<file path="src/rtl/jt51_phrom_arb.sv">
// Round-robin arbiter sharing one registered ROM between NREQ requesters; optional fixed priority for requester 0.
// Latency: req -> gnt 1 cycle, gnt -> rd_valid 1 cycle. One grant per cycle, so requesters hold req until gnt.
module jt51_phrom_arb #(
  parameter int NREQ = 4,
  parameter int AW   = 5,
  parameter int DW   = 46,
  parameter int FIX0 = 0,
  parameter int TW   = 2
) (
  input  logic                 clk,
  input  logic                 rst,
  input  logic [NREQ-1:0]      req,
  input  logic [NREQ*AW-1:0]   req_addr,
  output logic [NREQ-1:0]      gnt,
  output logic [NREQ-1:0]      rd_valid,
  output logic [TW-1:0]        rd_tag,
  output logic [DW-1:0]        rd_data,
  output logic [AW-1:0]        rom_addr,
  input  logic [DW-1:0]        rom_data
);

  logic [TW-1:0] ptr;
  logic [TW-1:0] ptr_nxt;
  logic [TW-1:0] win;
  logic [TW-1:0] cand;
  logic [TW-1:0] gnt_idx;
  logic          found;
  logic          fixed_win;

  always_comb begin
    found     = 1'b0;
    win       = '0;
    cand      = '0;
    fixed_win = (FIX0 != 0) && req[0];
    for (int k = 0; k < NREQ; k++) begin
      cand = TW'((int'(ptr) + k) % NREQ);
      if (!found && req[cand]) begin
        found = 1'b1;
        win   = cand;
      end
    end
    if (fixed_win) begin
      found = 1'b1;
      win   = '0;
    end
    // Fixed-priority grants to requester 0 leave the rotation untouched.
    ptr_nxt = ptr;
    if (found && !fixed_win)
      ptr_nxt = (win == TW'(NREQ - 1)) ? '0 : win + TW'(1);
  end

  always_ff @(posedge clk) begin
    if (rst) begin
      gnt      <= '0;
      gnt_idx  <= '0;
      rd_valid <= '0;
      rd_tag   <= '0;
      rom_addr <= '0;
      ptr      <= '0;
    end else begin
      gnt <= found ? (NREQ'(1) << win) : '0;
      if (found) begin
        gnt_idx  <= win;
        rom_addr <= req_addr[int'(win)*AW +: AW];
      end
      ptr      <= ptr_nxt;
      // The ROM samples rom_addr on this same edge, so its data lines up with rd_valid.
      rd_valid <= gnt;
      if (|gnt)
        rd_tag <= gnt_idx;
    end
  end

  assign rd_data = rom_data;

endmodule

</file>
<file path="config.mk">
export PLATFORM = sky130hd
export DESIGN_NAME = jt51_phrom_arb
export DESIGN_NICKNAME = d
export VERILOG_FILES = /design/src/rtl/jt51_phrom_arb.sv
export SDC_FILE = /design/constraint.sdc
export NUM_CORES = 1
export LEC_CHECK = 0
export CAP_MARGIN = 20
export CORE_ASPECT_RATIO = 1.1
export CORE_MARGIN = 5
export CORE_UTILIZATION = 28
export DETAILED_ROUTE_END_ITERATION = 16
export GPL_ROUTABILITY_DRIVEN = 0
export PLACE_DENSITY = 0.84
export SYNTH_ARGS = -nofsm -noshare
export SYNTH_HDL_FRONTEND = slang
export SYNTH_SLANG_ARGS = --single-unit
</file>
<file path="constraint.sdc">
create_clock -name clk -period 2.3 [get_ports clk]
set_input_delay 0.69 -clock clk [delete_from_list [all_inputs] [get_ports clk]]
set_output_delay 0.69 -clock clk [all_outputs]
set_load 0.05 [all_outputs]
</file>
==> results_dict.tcl, run 1 <==
set metrics [dict create \
    fp.dieW_um 73.7 \
    cell_internal_pwr_uw 685 \
    critPathRequiredTime_ps 2480 \
    layout_common_cells "clkdlybuf4s50_1 (39), dfxtp_1 (19), nand2_1 (11)" \
    drv_slew 0 \
    grt_antenna_before_repair 0 \
    fin_worst_skew_ps 0.828 \
    drive_above_1_share_pct 15.9 \
    power_frac_clock_pct 21.6 \
    drc 0 \
    fin_crit_sh_pct 93.5 \
    use_met3_pct 5.51 \
    ir_drop_uv 198 \
    synth_top_area_share_pct 30.4 \
    placed_area_sq_um 1430 \
    mappedNetlistNets 212 \
    syn_inst 140 \
    diodes 0 \
    routed_wl_um 2700 \
    grt_max_degree 18 \
    pre_cts_ws_ps -233 \
    hold_viol_final 0 \
    ys_seq_area_share_pct 30.4 \
    cts_root_buf "clkbuf_8" \
    p_sw_uw 365 \
    outcome "finished clean" \
    post_synth_num_cell_types 31 \
    power.density_nw_per_um2 708 \
    setup_viol 0 \
    cp.arrival_ps 2330 \
    vias 912 \
    fp.coreArea_sq_um 4320 \
    io_buffers 40 \
    end_kind "flip-flop" \
    rsz0062_at_grt "no" \
    clkTransAtPathRegs_ps 70 \
    p_sw_share_pct 34.8 \
    syn_area_sq_um 1250 \
    p_leak_uw 0.000604 \
    synth_top_area_cell "dfxtp_1" \
    fmax_mhz 465 \
    clk_latency_ps 250 \
    grt_pass1_wl_um 4150 \
    cts.sink_count 19 \
    worstMarginPinSlew_ps 517 \
    synth-seq-cells 19 \
    antenna_left 0 \
    grt_pass1_vias 889 \
    combPwrFrac_pct 40.0 \
    grt_usage_pct 9.19 \
    floorplan.initialDensity_pct 29.0 \
    synth.avg_cell_area_sq_um 8.93 \
    hp-class "flip-flop to flip-flop" \
    io-pin-count 133 \
    area_growth_pct 18.6 \
    rows 25 \
    grt.busiest_layer "met2" \
    synth.area.top_cells "dfxtp_1 (30%), buf_4 (28%), mux2i_1 (4.8%)" \
    crit_fanout 6 \
    clk_path_buf_depth 2 \
    crit_path_start_kind "primary input" \
    maxCapViolCount 0 \
    cts_tree "done" \
    final_common_cell "clkdlybuf4s50_1" \
    worst_slack_ps 149 \
    routed_via_density 4.58 \
    use_met1_pct 9.55 \
    first_pass_iters 4 \
    gr-total-overflow 0 \
    dpl.hpwl_um 2150 \
    routedWlPerCell_um 13.6 \
    numCtsBuffers 3 \
    die_area_sq_um 5900 \
    fin_area_sq_um 1480 \
    crit_type "primary input to flip-flop" \
    slew_headroom_pct 65.2 \
    period_needed_ps 2150 \
    ys_warn_count 0 \
    seqPwrFrac_pct 38.4 \
    use_met2_pct 13.6 \
    htree_levels 1 \
    die_h_um 80.1 \
    drt_iter0_markers 40 \
    final_nets 218 \
    ctsHoldBuffers 0 \
]
==> path summary, 6_finish.rpt <==
| check | start | end | slack, ps | cells after the start |
|---|---|---|---|---|
| max reg2reg | ptr[1]$_SDFFE_PP0P_ | rom_addr[0]$_SDFFE_PP0P_ | 470 | 6 |
| min reg2reg | gnt_idx[0]$_SDFFE_PP0P_ | gnt_idx[0]$_SDFFE_PP0P_ | 470 | 2 |
| max | req[1] | rom_addr[0]$_SDFFE_PP0P_ | 150 | 7 |
| min | gnt_idx[0]$_SDFFE_PP0P_ | gnt_idx[0]$_SDFFE_PP0P_ | 470 | 2 |
==> synthesized netlist by cell type <==
cell      number
a31oi_1        3
and3_1         3
nor2_1         8
nor3_1         1
a211o_1        3
a21boi_0       1
clkbuf_8       1
o31a_1         1
nor4_4         1
nand2_1       11
a21oi_1        3
nand3b_1       2
mux2i_1        6
o21bai_1       1
dfxtp_1       19
a311o_1        1
nor2b_1        7
nor3b_1        1
inv_1          2
mux2_2         4
clkbuf_1       3
o21ai_0        1
buf_4         46
nor4_1         3
or4_1          1
xnor2_1        1
or3b_4         1
and2_1         1
a21boi_2       1
a22oi_1        2
o221ai_4       1
==> cell families (layout without fill, tap and decap cells) <==
group	count (synthesis)	after routing	synth area share (%)
buffers and inverters	52	57	30.2
AND/OR/NAND/NOR	40	40	18.1
flip-flops	19	19	30.4
AO/OA/AOI/OAI	18	18	12.1
multiplexers	10	10	8.41
XOR/XNOR	1	1	0.701
==> flip-flops by register name, summed over array words and instances, names as in the netlist <==
signal,count
gnt,4
gnt_idx,2
ptr,2
rd_tag,2
rd_valid,4
rom_addr,5
==> stage by stage <==
step | util [%] | total power, uW | std cells | TNS (ps) | hold WS (ps)
after global routing | 34.3 | 1110 | 199 | 0 | 488
after detailed placement | 33.1 | 832 | 195 | -1350 | 451
final | 34.3 | 1050 | 199 | 0 | 465
after CTS | 34.2 | 1060 | 199 | 0 | 461
after floorplan | - | 884 | 140 | 0 | 436
after global placement | 33.1 | 823 | 195 | -778 | 451
==> metal layers <==
metal  wire length, um  vias to the layer above
li1                  -                      443
met1              1060                      402
met2              1180                       51
met3               366                       16
met4                94                        0
met5                 0                        -
==> power groups by stage <==
stage / logic [uW] / clock network, uW / registers, uW
6_report: 420 / 227 / 403
5_1_grt: 448 / 251 / 409
4_1_cts: 423 / 232 / 403
3_5_place_dp: 421 / 0 / 411
3_3_place_gp: 415 / 0 / 409
2_1_floorplan: 372 / 0 / 512
==> worst max-delay path, cell delays in order <==
cell and delay [ps]:
clkdlybuf4s50_1 440, or3b_4 400, o221ai_4 110, buf_6 180
mux2i_1 90, a211o_1 290, a31oi_1 130
==> area by class of cell <==
class,count,area (sq um)
clock inverter,1,5.00
timing repair buffer,51,489
clock buffer,3,41.3
fill,446,2830
inverter,2,7.51
sequential,19,380
tap,54,67.6
multi-input combinational,69,492
==> repair_timing <==
action / in CTS / in global routing
setup endpoints to repair: 0 / 2
gates resized for setup: 0 / 2
buffers inserted: 0 / 0
endpoints found under the hold margin: 0 / 0
Power figures use the tool's default switching activity.
==> run 2: changes to the inputs <==
- CTS_CLUSTER_SIZE: not set -> 28
==> results of run 2 <==
Same layout as run 1: the final DEF is identical, and so are final timing and power.
==> run 3: changes to the inputs <==
- CELL_PAD_IN_SITES_DETAIL_PLACEMENT: not set -> 1
- CELL_PAD_IN_SITES_GLOBAL_PLACEMENT: not set -> 2
- CORE_ASPECT_RATIO: 1.1 -> 2
- CORE_UTILIZATION: 28 -> 13
- PLACE_DENSITY: 0.84 -> 0.82
- SLEW_MARGIN: not set -> 20
==> results_dict.tcl, run 3 (synthesis results as in run 1) <==
set metrics [dict create \
    first_pass_iters 2 \
    clk_path_buf_depth 2 \
    reg2reg_depth 6 \
    fin_crit_sh_pct 95.2 \
    cp_slowest_stage_delay_ps 470 \
    vias 954 \
    crit_fanout 6 \
    period_needed_ps 2190 \
    routed_via_density 3.83 \
    area_growth_pct 24.9 \
    largest_register_ffs 5 \
    drv_slew 0 \
    use_met1_pct 4.06 \
    ir_drop_uv 178 \
    htree_levels 1 \
    rsz0062_at_grt "no" \
    hp-class "flip-flop to flip-flop" \
    regArea_sq_um 380 \
    numCtsBuffers 3 \
    cp-startpoint "req[0]" \
    cts_tree "done" \
    whs_path_depth 2 \
    grt_pass1_wl_um 5680 \
    placed_area_sq_um 1470 \
    layout_common_cells "clkdlybuf4s50_1 (30), dfxtp_1 (19), buf_4 (18)" \
    r2r_start "ptr[1]$_SDFFE_PP0P_" \
    crit_top_cell "mux2i_1" \
    antenna_left 0 \
    fp.coreArea_sq_um 9380 \
    postCtsSetupBuffers 0 \
    crit_path_start_kind "primary input" \
    p_sw_uw 396 \
    final_common_cell "clkdlybuf4s50_1" \
    dp.cells 245 \
    cell_internal_pwr_uw 790 \
    grt_max_degree 18 \
    dpl.hpwl_um 3080 \
    whs_ps 480 \
    cts_root_buf "clkbuf_16" \
    fin_worst_skew_ps 0.838 \
    use_met2_pct 12.3 \
    cp.arrival_ps 2370 \
    io-pin-count 133 \
    drc 0 \
    io_buffers 40 \
    fp.dieW_um 79.3 \
    multi_input_area_sq_um 492 \
    clkTransAtPathRegs_ps 50 \
    die_h_um 149 \
    total_power_uw 1190 \
    clk_latency_ps 250 \
    crit_type "primary input to flip-flop" \
    grt_usage_pct 6.18 \
    critPathSlowestCell "clkdlybuf4s50_1" \
    outcome "finished clean" \
    grt.busiest_layer "met2" \
    cts.sink_count 19 \
    final_nets 218 \
    slew_headroom_pct 65.9 \
    diodes 0 \
    grt_antenna_before_repair 0 \
    critPathRequiredTime_ps 2470 \
    routed_wl_um 3670 \
    max_flop_register "rom_addr" \
    seqPwrFrac_pct 34.4 \
    gr-total-overflow 0 \
    die_area_sq_um 11800 \
    grt_pass1_vias 1152 \
    crit_path_cell_trace "clkdlybuf4s50_1 -> mux2i_1 -> o221ai_4 -> buf_6 -> mux2i_1 -> a211o_1 -> a31oi_1" \
    fin_area_sq_um 1560 \
    floorplan.initialDensity_pct 13.3 \
    end_kind "flip-flop" \
    hold_viol_final 0 \
    combPwrFrac_pct 35.4 \
    worstMarginPinSlew_ps 510 \
    use_met3_pct 1.88 \
    drive_above_1_share_pct 21.4 \
    power_frac_clock_pct 30.2 \
    num-fill-cells 1107 \
    p_sw_share_pct 33.4 \
    instances_no_fill 249 \
    rows 50 \
    maxCapViolCount 0 \
    hp-start "gnt_idx[0]$_SDFFE_PP0P_" \
    p_leak_uw 0.000643 \
    setup_viol 0 \
    drt_iter0_markers 38 \
    routedWlPerCell_um 14.7 \
    power.density_nw_per_um2 759 \
    reg.largest.list "rom_addr: 5 flops, gnt: 4 flops, rd_valid: 4 flops" \
    fmax_mhz 456 \
]
## run 3: cell types whose count changed in the layout (fill, tap and decap cells not counted)
| cell | change |
|---|---|
| dlymetal6s2s_1 | +1 |
| buf_4 | +8 |
| clkbuf_16 | +3 |
| clkdlybuf4s50_1 | -9 |
| clkbuf_8 | -3 |
## run 3: critical path: cells and delay by family
| family | cells | cell delay, ps |
|---|---|---|
| compound gates | 3 | 660 |
| buf+inv | 2 | 640 |
| mux | 2 | 380 |
## run 3: routing by layer
layer / vias to the layer above / share of wire [%]
li1: 438 / -
met3: 45 / 9.7
met5: - / 0
met4: 0 / 8.6
met1: 433 / 27
met2: 38 / 55
## run 3: stage by stage
stage | setup TNS, ps | setup WS, ps | utilization (%)
3_3_place_gp | -1430 | -207 | 15.7
5_1_grt | 0 | 3.66 | 16.6
2_1_floorplan | 0 | 276 | -
3_5_place_dp | -2030 | -289 | 15.7
4_1_cts | 0 | 0.217 | 16.6
6_report | 0 | 109 | 16.6
## run 3: cell type report
| type | count | share of cell area (%) |
|---|---|---|
| multi-input combinational | 69 | 31.5 |
| timing repair buffer | 51 | 30.2 |
| sequential | 19 | 24.4 |
| tap | 104 | 8.33 |
| clock buffer | 3 | 4.81 |
| inverter | 2 | 0.481 |
| clock inverter | 1 | 0.321 |
## run 3: what timing repair did
| action | in CTS | in global routing |
|---|---|---|
| resized for setup | 1 | 2 |
| setup endpoints to repair | 3 | 5 |
| hold buffers | 0 | 0 |
| cloned | 0 | 0 |
## run 3: path summary, 6_finish.rpt
kind	slack, ps	to
setup / recovery	110	rom_addr[0]$_SDFFE_PP0P_
hold / removal	480	gnt_idx[0]$_SDFFE_PP0P_
hold reg to reg	480	gnt_idx[0]$_SDFFE_PP0P_
setup reg to reg	430	rom_addr[0]$_SDFFE_PP0P_
## run 3: power groups by stage
| stage | Combinational, uW | Sequential, uW | Clock (uW) |
|---|---|---|---|
| 6_report | 419 | 408 | 358 |
| 5_1_grt | 450 | 416 | 379 |
| 4_1_cts | 428 | 410 | 369 |
| 3_5_place_dp | 425 | 416 | 0 |
| 3_3_place_gp | 421 | 413 | 0 |
| 2_1_floorplan | 372 | 512 | 0 |
